File: src/rtl/ro_sample_sequencer.sv
// Ring-oscillator sample sequencer: times the sensor clear/enable/settle windows, captures
// monitor_count after each window and streams results out of a small valid/ready FIFO.
module ro_sample_sequencer #(
  parameter int unsigned WINDOW_CYCLES = 256,
  parameter int unsigned SETTLE_CYCLES = 4,
  parameter int unsigned GAP_CYCLES    = 16,
  parameter int unsigned FIFO_DEPTH    = 16,
  parameter int unsigned SAMPLE_WIDTH  = 36
) (
  input  logic                    i_clk,
  input  logic                    i_reset,
  input  logic                    i_start,
  input  logic                    i_stop,
  input  logic [15:0]             i_num_samples,
  output logic                    o_ro_enable,
  output logic                    o_ro_reset,
  input  logic [SAMPLE_WIDTH-1:0] i_monitor_count,
  output logic [SAMPLE_WIDTH-1:0] o_sample_data,
  output logic                    o_sample_valid,
  input  logic                    i_sample_ready,
  output logic                    o_busy,
  output logic                    o_overflow,
  output logic [15:0]             o_samples_taken
);

  localparam int unsigned AW = $clog2(FIFO_DEPTH);
  localparam int unsigned M1 = (WINDOW_CYCLES > SETTLE_CYCLES) ? WINDOW_CYCLES : SETTLE_CYCLES;
  localparam int unsigned M2 = (M1 > GAP_CYCLES) ? M1 : GAP_CYCLES;
  localparam int unsigned CW = $clog2(M2 + 1);

  typedef logic [CW-1:0] cnt_t;
  typedef logic [AW-1:0] ptr_t;
  typedef logic [AW:0]   occ_t;

  localparam cnt_t WinLoad = cnt_t'(WINDOW_CYCLES - 1);
  localparam cnt_t SetLoad = cnt_t'(SETTLE_CYCLES - 1);
  localparam cnt_t GapLoad = (GAP_CYCLES == 0) ? cnt_t'(0) : cnt_t'(GAP_CYCLES - 1);

  typedef enum logic [2:0] {
    StIdle, StClear, StWindow, StSettle, StCapture, StGap
  } state_t;

  state_t r_state, w_state_d;
  cnt_t   r_cnt, w_cnt_d;
  logic   r_stop_pend, w_stop_pend_d;
  logic   w_capture, w_start_run, w_last;
  logic [15:0] r_num, r_taken, w_taken_inc;
  logic   r_overflow, r_ro_enable, r_ro_reset, r_busy;

  logic [SAMPLE_WIDTH-1:0] r_mem [FIFO_DEPTH];
  logic [SAMPLE_WIDTH-1:0] r_head, w_head_d;
  ptr_t r_wr_ptr, r_rd_ptr, w_rd_nxt;
  occ_t r_occ, w_occ_d;
  logic r_valid, w_pop, w_push, w_full;

  assign w_taken_inc = r_taken + 16'd1;
  assign w_last      = (r_num != 16'd0) && (w_taken_inc == r_num);

  always_comb begin
    w_state_d     = r_state;
    w_cnt_d       = r_cnt;
    w_stop_pend_d = r_stop_pend;
    w_capture     = 1'b0;
    w_start_run   = 1'b0;
    case (r_state)
      StIdle: begin
        if (i_start) begin
          w_state_d     = StClear;
          w_cnt_d       = cnt_t'(1);
          w_stop_pend_d = 1'b0;
          w_start_run   = 1'b1;
        end
      end
      StClear: begin
        if (i_stop) begin
          w_state_d = StIdle;
        end else if (r_cnt == '0) begin
          w_state_d = StWindow;
          w_cnt_d   = WinLoad;
        end else begin
          w_cnt_d = r_cnt - cnt_t'(1);
        end
      end
      StWindow: begin
        if (i_stop) w_stop_pend_d = 1'b1;
        if (r_cnt == '0) begin
          w_state_d = StSettle;
          w_cnt_d   = SetLoad;
        end else begin
          w_cnt_d = r_cnt - cnt_t'(1);
        end
      end
      StSettle: begin
        if (i_stop) w_stop_pend_d = 1'b1;
        if (r_cnt == '0) begin
          w_state_d = StCapture;
        end else begin
          w_cnt_d = r_cnt - cnt_t'(1);
        end
      end
      StCapture: begin
        w_capture = 1'b1;
        if (w_last || r_stop_pend || i_stop) begin
          w_state_d = StIdle;
        end else if (GAP_CYCLES == 0) begin
          w_state_d = StWindow;
          w_cnt_d   = WinLoad;
        end else begin
          w_state_d = StGap;
          w_cnt_d   = GapLoad;
        end
      end
      StGap: begin
        if (i_stop) begin
          w_state_d = StIdle;
        end else if (r_cnt == '0) begin
          w_state_d = StWindow;
          w_cnt_d   = WinLoad;
        end else begin
          w_cnt_d = r_cnt - cnt_t'(1);
        end
      end
      default: w_state_d = StIdle;
    endcase
  end

  // Outputs are decoded from the next state so they are flops aligned with the state register.
  always_ff @(posedge i_clk or posedge i_reset) begin
    if (i_reset) begin
      r_state     <= StIdle;
      r_cnt       <= '0;
      r_stop_pend <= 1'b0;
      r_num       <= '0;
      r_taken     <= '0;
      r_overflow  <= 1'b0;
      r_ro_enable <= 1'b0;
      r_ro_reset  <= 1'b0;
      r_busy      <= 1'b0;
    end else begin
      r_state     <= w_state_d;
      r_cnt       <= w_cnt_d;
      r_stop_pend <= w_stop_pend_d;
      r_ro_enable <= (w_state_d == StWindow);
      r_ro_reset  <= (w_state_d == StClear);
      r_busy      <= (w_state_d != StIdle);
      if (w_start_run) begin
        r_num      <= i_num_samples;
        r_taken    <= '0;
        r_overflow <= 1'b0;
      end else if (w_capture) begin
        r_taken <= w_taken_inc;
        if (!w_push) r_overflow <= 1'b1;
      end
    end
  end

  assign w_pop    = r_valid & i_sample_ready;
  assign w_full   = (r_occ == occ_t'(FIFO_DEPTH));
  assign w_push   = w_capture & (~w_full | w_pop);
  assign w_rd_nxt = w_pop ? (r_rd_ptr + ptr_t'(1)) : r_rd_ptr;

  always_comb begin
    w_occ_d = r_occ;
    case ({w_push, w_pop})
      2'b10:   w_occ_d = r_occ + occ_t'(1);
      2'b01:   w_occ_d = r_occ - occ_t'(1);
      default: w_occ_d = r_occ;
    endcase
    // A push landing on the next read slot bypasses the array so the head is never stale.
    if (w_push && (r_wr_ptr == w_rd_nxt)) w_head_d = i_monitor_count;
    else                                  w_head_d = r_mem[w_rd_nxt];
  end

  always_ff @(posedge i_clk) begin
    if (w_push) r_mem[r_wr_ptr] <= i_monitor_count;
  end

  always_ff @(posedge i_clk or posedge i_reset) begin
    if (i_reset) begin
      r_wr_ptr <= '0;
      r_rd_ptr <= '0;
      r_occ    <= '0;
      r_valid  <= 1'b0;
      r_head   <= '0;
    end else begin
      if (w_push) r_wr_ptr <= r_wr_ptr + ptr_t'(1);
      r_rd_ptr <= w_rd_nxt;
      r_occ    <= w_occ_d;
      r_valid  <= (w_occ_d != '0);
      r_head   <= w_head_d;
    end
  end

  assign o_ro_enable     = r_ro_enable;
  assign o_ro_reset      = r_ro_reset;
  assign o_busy          = r_busy;
  assign o_overflow      = r_overflow;
  assign o_samples_taken = r_taken;
  assign o_sample_valid  = r_valid;
  assign o_sample_data   = r_head;

endmodule

File: config.mk
export PLATFORM = sky130hd
export DESIGN_NAME = ro_sample_sequencer
export DESIGN_NICKNAME = d
export VERILOG_FILES = /design/src/rtl/ro_sample_sequencer.sv
export SDC_FILE = /design/constraint.sdc
export NUM_CORES = 1
export LEC_CHECK = 0
export BUFFER_PORTS_ARGS = -buffer_cell sky130_fd_sc_hd__buf_2
export CAP_MARGIN = 20
export CORE_UTILIZATION = 45
export CTS_BUF_LIST = sky130_fd_sc_hd__clkbuf_4
export DETAILED_ROUTE_END_ITERATION = 7
export PLACE_DENSITY = 0.64
export SLEW_MARGIN = 20
export SYNTH_ARGS = -nofsm -noshare
export SYNTH_HDL_FRONTEND = slang
export SYNTH_SLANG_ARGS = --single-unit
File: constraint.sdc
create_clock -name i_clk -period 6 [get_ports i_clk]
set_input_delay 0.9 -clock i_clk [delete_from_list [all_inputs] [get_ports i_clk]]
set_output_delay 0.9 -clock i_clk [all_outputs]
set_load 0.02 [all_outputs]
==> results of run 1 <==
==> Yosys cell counts, types with 3 or more instances <==
master and n:
and2_1 4, nand3_1 43, and4_1 3, xor2_1 10
a31oi_1 4, nand2b_1 8, a21o_1 3, mux2_2 18
o31ai_1 4, buf_1 13, dfrtp_1 99, nor3b_1 3
inv_1 18, nor3_1 15, xnor2_1 24, nand4_1 3
ha_1 10, o211ai_1 3, o21a_1 3, edfxtp_1 576
o21ai_0 105, nor4_1 7, clkbuf_1 42, buf_2 25
nor2_1 48, a21oi_1 17, mux4_2 144, nand2_1 255
==> metrics by stage <==
stage	hold slack, ns	std cells	utilization (%)	power (mW)
6_report	0.127	2717	52.3	14.6
5_1_grt	0.0393	2717	52.3	15.5
4_1_cts	0.00886	2714	52.3	14.8
3_5_place_dp	0.511	2398	48.3	10.8
3_3_place_gp	0.500	2398	48.3	10.7
2_1_floorplan	0.472	1563	-	9.43
==> how the worst max path moves through the flow <==
stage | startpoint | endpoint | slack (ns) | depth (start not counted)
after global placement | i_sample_ready | o_sample_data[10] | 2.04 | 9
after detailed placement | i_sample_ready | o_sample_data[26] | 1.98 | 10
after CTS | r_state[0] | r_mem[7][11] | 1.98 | 7
after global routing | r_state[0] | r_mem[7][11] | 1.78 | 7
final | r_state[1] | r_mem[7][11] | 2.04 | 7
after floorplan | i_sample_ready | r_mem[3][0] | 1.46 | 5
==> metal layers <==
metal | global-route usage (%) | wire (µm) | vias to the layer above
met1 | 27.0 | 25200 | 7665
met2 | 33.0 | 30000 | 485
met4 | 8.22 | 1330 | 4
met3 | 5.33 | 3720 | 109
li1 | - | - | 6674
met5 | 0 | 20 | -
==> sequential cells by signal, summed over array words and instances, names as in the netlist <==
register,cells
r_wr_ptr,4
r_stop_pend,1
o_sample_valid,1
o_sample_data,36
r_occ,5
r_num,16
o_ro_reset,1
o_samples_taken,16
r_state,3
o_ro_enable,1
o_overflow,1
o_busy,1
r_cnt,9
r_mem,576
r_rd_ptr,4
==> power by group <==
group          switching [mW]  leakage, nW  internal [mW]  total (mW)
registers               0.224         6.39           5.38        5.61
clock network            1.85         1.35           2.19        4.04
logic                    2.78         3.04           2.19        4.97
total                    4.86         10.8           9.76        14.6
==> area by class of cell <==
type	instances	area (µm²)	share of cell area [%]
Tap cell	773	967	3.13
Inverter	19	73.8	0.239
Timing Repair Buffer	146	871	2.82
Multi-Input combinational cell	786	6930	22.4
Antenna cell	2	5.00	0.0162
Clock buffer	259	1940	6.29
Clock inverter	57	365	1.18
Sequential cell	675	19800	63.9
==> placed cells by master (no fill, tap or decap), types with 7 or more instances in the layout <==
cell      Yosys  final
nor3_2        2      7
mux2_2       18     17
nor3_1       15     10
nor4_1        7      7
nor2_4        0     12
o21ai_0     105    105
nand3_1      43     43
inv_1        18     17
xnor2_1      24     24
dfrtp_1      99     99
xor2_1       10      7
buf_4         2     29
a21oi_1      17     17
nand2_1     255    255
ha_1         10     10
edfxtp_1    576    576
nor2_1       48     36
mux4_2      144    144
clkbuf_4      0    259
buf_2        25    113
nand2b_1      8      8
clkinv_1      0     42
==> worst max-delay path, stage by stage, from the launching register on <==
cell and delay (ns):
dfrtp_1 0.55, nor2_1 0.24, nand2_1 0.55, a31oi_1 0.37, buf_4 0.23, nand2_1 0.27, nor2_4 0.86, buf_4 0.48
==> cell families after synthesis <==
| kind of cell | Yosys count | synth area share, % |
|---|---|---|
| adders and majority gates | 11 | 0.539 |
| buffers and inverters | 102 | 1.59 |
| muxes | 162 | 12.8 |
| AOI/OAI and AO/OA | 167 | 3.72 |
| and+or+nand+nor | 412 | 6.85 |
| xor gates and xnor gates | 34 | 1.11 |
| DFF | 675 | 73.4 |
==> out/summary.txt, run 1 <==
Yosys top cell area share -> 64.2%
die area -> 60800 µm²
IO buf count -> 113
DP Wirelength -> 32.6 mm
first-pass GRT wire length -> 92.2 mm
Reg2Reg Setup Slack -> 2.04 ns
Critical Path RT -> 6.60 ns
share of post-route cells with drive strength above 1 -> 32.1%
layout net count -> 1868
setup TNS -> 0 ns
synth top area cells -> edfxtp_1 64%, mux4_2 12%, dfrtp_1 9.2%
Period minus WS final -> 3.96 ns
# setup viols final -> 0
Post-CTS Hold Buffers -> 0
Setup WS pre-CTS -> 1.98 ns
Crit Reg-Reg Startpoint -> r_state[1]
Worst setup SP type -> flip-flop
Leak -> 10.8 nW
post-synth cell types -> 72
Routed WL -> 60.3 mm
Worst-Margin Slew -> 1.10 ns
FF-to-FF path depth -> 7
Async SR Flop Fraction -> 14.7%
Sink Count -> 675
Rel. slew slack -> 26.5%
post-CTS setup buffers -> 0
Die W -> 247 µm
# IOs -> 114
Seq/Total Area, Yosys -> 73.4%
GP Congestion -> 0.835
TritonCTS Buffers -> 172
failing checks -> DRC
area of the core -> 59100 µm²
Final period util -> 66.0%
Clock Skews -> 0.0642 ns
Routed Antenna Nets -> 0
Post-CTS Resized -> 0
Netlist Area Pre-Place -> 26900 µm²
max-capacitance violation count -> 0
Tightest Hold Check Type -> input port to async pin
Post-Synthesis Cells -> 1563
Root Buffer -> clkbuf_4
dominant cell type by area after synthesis -> edfxtp_1
post-route DRC violation count -> 14
pwr dens -> 473 nW/µm²
Starting Density -> 45.6%
vias in the first global route -> 15722
final hold viol count -> 0
Max VDD drop -> 0.467 mV
worst-skew pair later-pin latency -> 0.99 ns
FF-to-FF End -> r_mem[7][11]
Pre-Repair DR Iteration Count -> 7
#FFs+latches synth -> 675
clock buffer depth -> 3
RSZ-0062 raised after global routing -> false
Worst Slack Setup Final -> 2.04 ns
clk slew on worst S/H paths -> 0.06 ns
f_max -> 253 MHz
num rows -> 89
Slew Limit Fails -> 0
initial antenna violation count -> 4
worst path arrival time -> 4.55 ns
TritonCTS clock tree -> done
largest net degree at the start of global routing -> 77
GRT overflow -> 0
Avg Synthesized Cell Area -> 17.2 µm²
Design Area, Final -> 30900 µm²
CP Capture Type -> flip-flop
outcome -> complete, but fails checks
Vias/cell -> 5.50
DR iter-0 viols -> 1181
synth warn -> 0
fill count -> 4861
Post-synth EDFFs -> 576
Die Y -> 247 µm
Synthesized Nets -> 1631
CP Class -> flip-flop to flip-flop
GRT Total Usage -> 20.7%
H-tree Lvls -> 4
Placed Instance Area -> 28600 µm²
Synth-to-Final Area Change -> 14.8%
wire per inst -> 22.2 µm
Synth Flop Type -> edfxtp_1
via count -> 14937
Critical Path Fanout Max -> 23
Power figures use the tool's default switching activity.
==> inputs of run 2 (changes only) <==
--- a/config.mk
+++ b/config.mk
@@ -5,12 +5,13 @@
 export SDC_FILE = /design/constraint.sdc
 export NUM_CORES = 1
 export LEC_CHECK = 0
+export ABC_AREA = 1
 export BUFFER_PORTS_ARGS = -buffer_cell sky130_fd_sc_hd__buf_2
 export CAP_MARGIN = 20
 export CORE_UTILIZATION = 45
 export CTS_BUF_LIST = sky130_fd_sc_hd__clkbuf_4
 export DETAILED_ROUTE_END_ITERATION = 7
-export PLACE_DENSITY = 0.64
+export PLACE_DENSITY = 0.67
 export SLEW_MARGIN = 20
 export SYNTH_ARGS = -nofsm -noshare
 export SYNTH_HDL_FRONTEND = slang
==> constraint.sdc (replaced) <==
create_clock -name i_clk -period 3.6 [get_ports i_clk]
set_input_delay 0.54 -clock i_clk [delete_from_list [all_inputs] [get_ports i_clk]]
set_output_delay 0.54 -clock i_clk [all_outputs]
set_load 0.02 [all_outputs]
==> run 2 against run 1 <==
Compared with the run above: the flow now finishes without violations; clock skew rose by 0.0043 ns; area after synthesis rose by 1.3%; die area rose by 1.3%; synthesized cell count rose by 42%; fmax rose by 31%; clock power rose by 62%; cell count rose by 25%; wire length rose by 16%; critical path type unchanged; largest power group unchanged; highest routed layer is now met4.
==> out/summary.txt, run 2 <==
Sink Count -> 675
clk slew on worst S/H paths -> 0.07 ns
DR iter-0 viols -> 1925
Die Y -> 248 µm
worst path arrival time -> 3.92 ns
share of post-route cells with drive strength above 1 -> 18.2%
Root Buffer -> clkbuf_4
Synth Area in Adders -> 0.532%
Max VDD drop -> 0.795 mV
layout net count -> 2550
TritonCTS clock tree -> done
Avg Synthesized Cell Area -> 12.3 µm²
post-CTS setup buffers -> 0
GP Congestion -> 0.901
final hold viol count -> 0
Pre-Repair DR Iteration Count -> 8
Final period util -> 84.2%
Routed Antenna Nets -> 0
# IOs -> 114
Post-synth top cells -> 576 x edfxtp_1, 366 x nor2_1, 336 x o21ai_0
xor/xnor share of the synthesized area -> 0.660%
pwr dens -> 780 nW/µm²
number of flip-flops in the largest register -> 576
Tightest Hold Check Type -> input port to async pin
simple-gate portion of the synthesized area -> 11.6%
#FFs+latches synth -> 675
FF-to-FF path depth -> 12
Clock Skews -> 0.0685 ns
Yosys top cell area share -> 63.4%
DP Wirelength -> 35.2 mm
most frequent cells in the layout -> 576 x edfxtp_1, 350 x nor2_1, 336 x o21ai_0
post-synth cell types -> 37
Critical Path Fanout Max -> 129
most common cell in the synthesized netlist -> edfxtp_1
post-route DRC violation count -> 0
TritonCTS Buffers -> 170
first-pass GRT wire length -> 106 mm
Die W -> 248 µm
Rel. slew slack -> 44.9%
Multi-input gate area -> 6780 µm²
Period minus WS final -> 3.03 ns
setup TNS -> 0 ns
Post-Synthesis Cells -> 2222
CP Class -> flip-flop to flip-flop
RSZ-0062 raised after global routing -> false
CP Capture Type -> flip-flop
Leak -> 11.4 nW
Synth-to-Final Area Change -> 16.3%
Hold Slack -> 0.193 ns
largest net degree at the start of global routing -> 145
fraction of synthesized area in multiplexers -> 0%
die area -> 61600 µm²
Reg with most FFs -> r_mem
f_max -> 330 MHz
Netlist Area Pre-Place -> 27300 µm²
Slew Limit Fails -> 0
max-capacitance violation count -> 0
H-tree Lvls -> 4
Post-CTS Resized -> 0
GRT Total Usage -> 23.0%
IO buf count -> 113
Worst setup SP type -> flip-flop
Synth Area in Compound Gates -> 11.4%
most common cell after layout, fill and taps aside -> edfxtp_1
outcome -> completed
Synth Flop Type -> edfxtp_1
dominant cell type by area after synthesis -> edfxtp_1
Worst-Margin Slew -> 0.823 ns
Post-synth EDFFs -> 576
vias in the first global route -> 18823
Async SR Flop Fraction -> 14.7%
# setup viols final -> 0
initial antenna violation count -> 4
via count -> 19178
worst-skew pair later-pin latency -> 0.99 ns
FF+latch area -> 19800 µm²
synth top area cells -> edfxtp_1 63%, dfrtp_1 9.1%, o21ai_0 6.2%
GRT overflow -> 0
Seq/Total Area, Yosys -> 72.5%
Routed WL -> 70.1 mm
Critical Path RT -> 4.49 ns
fill count -> 5016
synth warn -> 0
wire per inst -> 20.7 µm
largest family of logic cells by synthesized area -> simple AND/OR/NAND/NOR gates
Synthesized Nets -> 2290
Starting Density -> 45.9%
num rows -> 89
clock buffer depth -> 3
Vias/cell -> 5.66
area of the core -> 59500 µm²
[run 2: power by group]
part           switching, mW  total (mW)  internal (mW)
Clock                   3.04        6.56           3.52
Combinational           6.11        8.87           2.76
Sequential             0.344        9.34           8.99
[run 2: worst paths after layout]
path / endpoint / startpoint / slack, ns
setup / recovery: o_sample_data[34] / o_sample_valid / 0.57
setup reg to reg: o_sample_data[34] / o_sample_valid / 0.57
min in group i_clk: r_num[15] / i_num_samples[15] / 0.31
hold reg to reg: r_stop_pend / r_stop_pend / 0.49
hold / removal: r_cnt[2] / i_reset / 0.19
max in group asynchronous: o_sample_data[9] / i_reset / 2.59
[run 2: logic make-up (layout without fill, tap and decap cells)]
group	count (synthesis)	after routing
compound gates	531	531
xor+xnor	19	19
fa+ha+maj	11	11
buf+inv	207	596
flops	675	675
other cells	0	4
simple gates	779	779
[run 2: cell type report]
class                      instances  share of cell area, %
clock inverter                    45                  0.926
timing repair buffer             220                   5.33
multi-input combinational       1340                   21.4
sequential                       675                   62.3
clock buffer                     256                   6.06
antenna                            4                 0.0315
inverter                          75                  0.930
tap                              773                   3.05
[run 2: layer usage]
metal | vias up | part of all wire [%] | GRT usage [%]
met3 | 125 | 8.7 | 5.60
met1 | 9379 | 41 | 30.5
met5 | - | 0 | 0
met4 | 0 | 2.2 | 8.03
li1 | 8748 | - | -
met2 | 926 | 48 | 36.9
[run 2: critical path, stage by stage (launching register included)]
cell	delay, ns
dfrtp_1	0.43
nand2_2	0.16
inv_2	0.11
or2_1	0.20
nand2_8	0.24
inv_8	0.42
buf_12	0.47
o21ai_0	0.18
o221ai_1	0.26
nand3_1	0.13
nand2_1	0.10
nand2_1	0.05
nand2_1	0.08
[run 2: repair_timing]
action                                 4_1_cts  5_1_grt
setup endpoints to repair                    0        0
endpoints found under the hold margin      670        0
hold buffers                                59        0
[run 2: through the flow]
step	worst slack, ns	std cells	area [µm²]	utilization, %	total power, mW
after floorplan	0.470	2222	27300	-	15.5
after CTS	0.583	3384	31700	53.4	24.9
after global routing	0.302	3388	31700	53.4	26.3
after global placement	0.570	3024	28900	48.6	18.0
final	0.567	3388	31700	53.4	24.8
after detailed placement	0.438	3024	28900	48.6	18.2
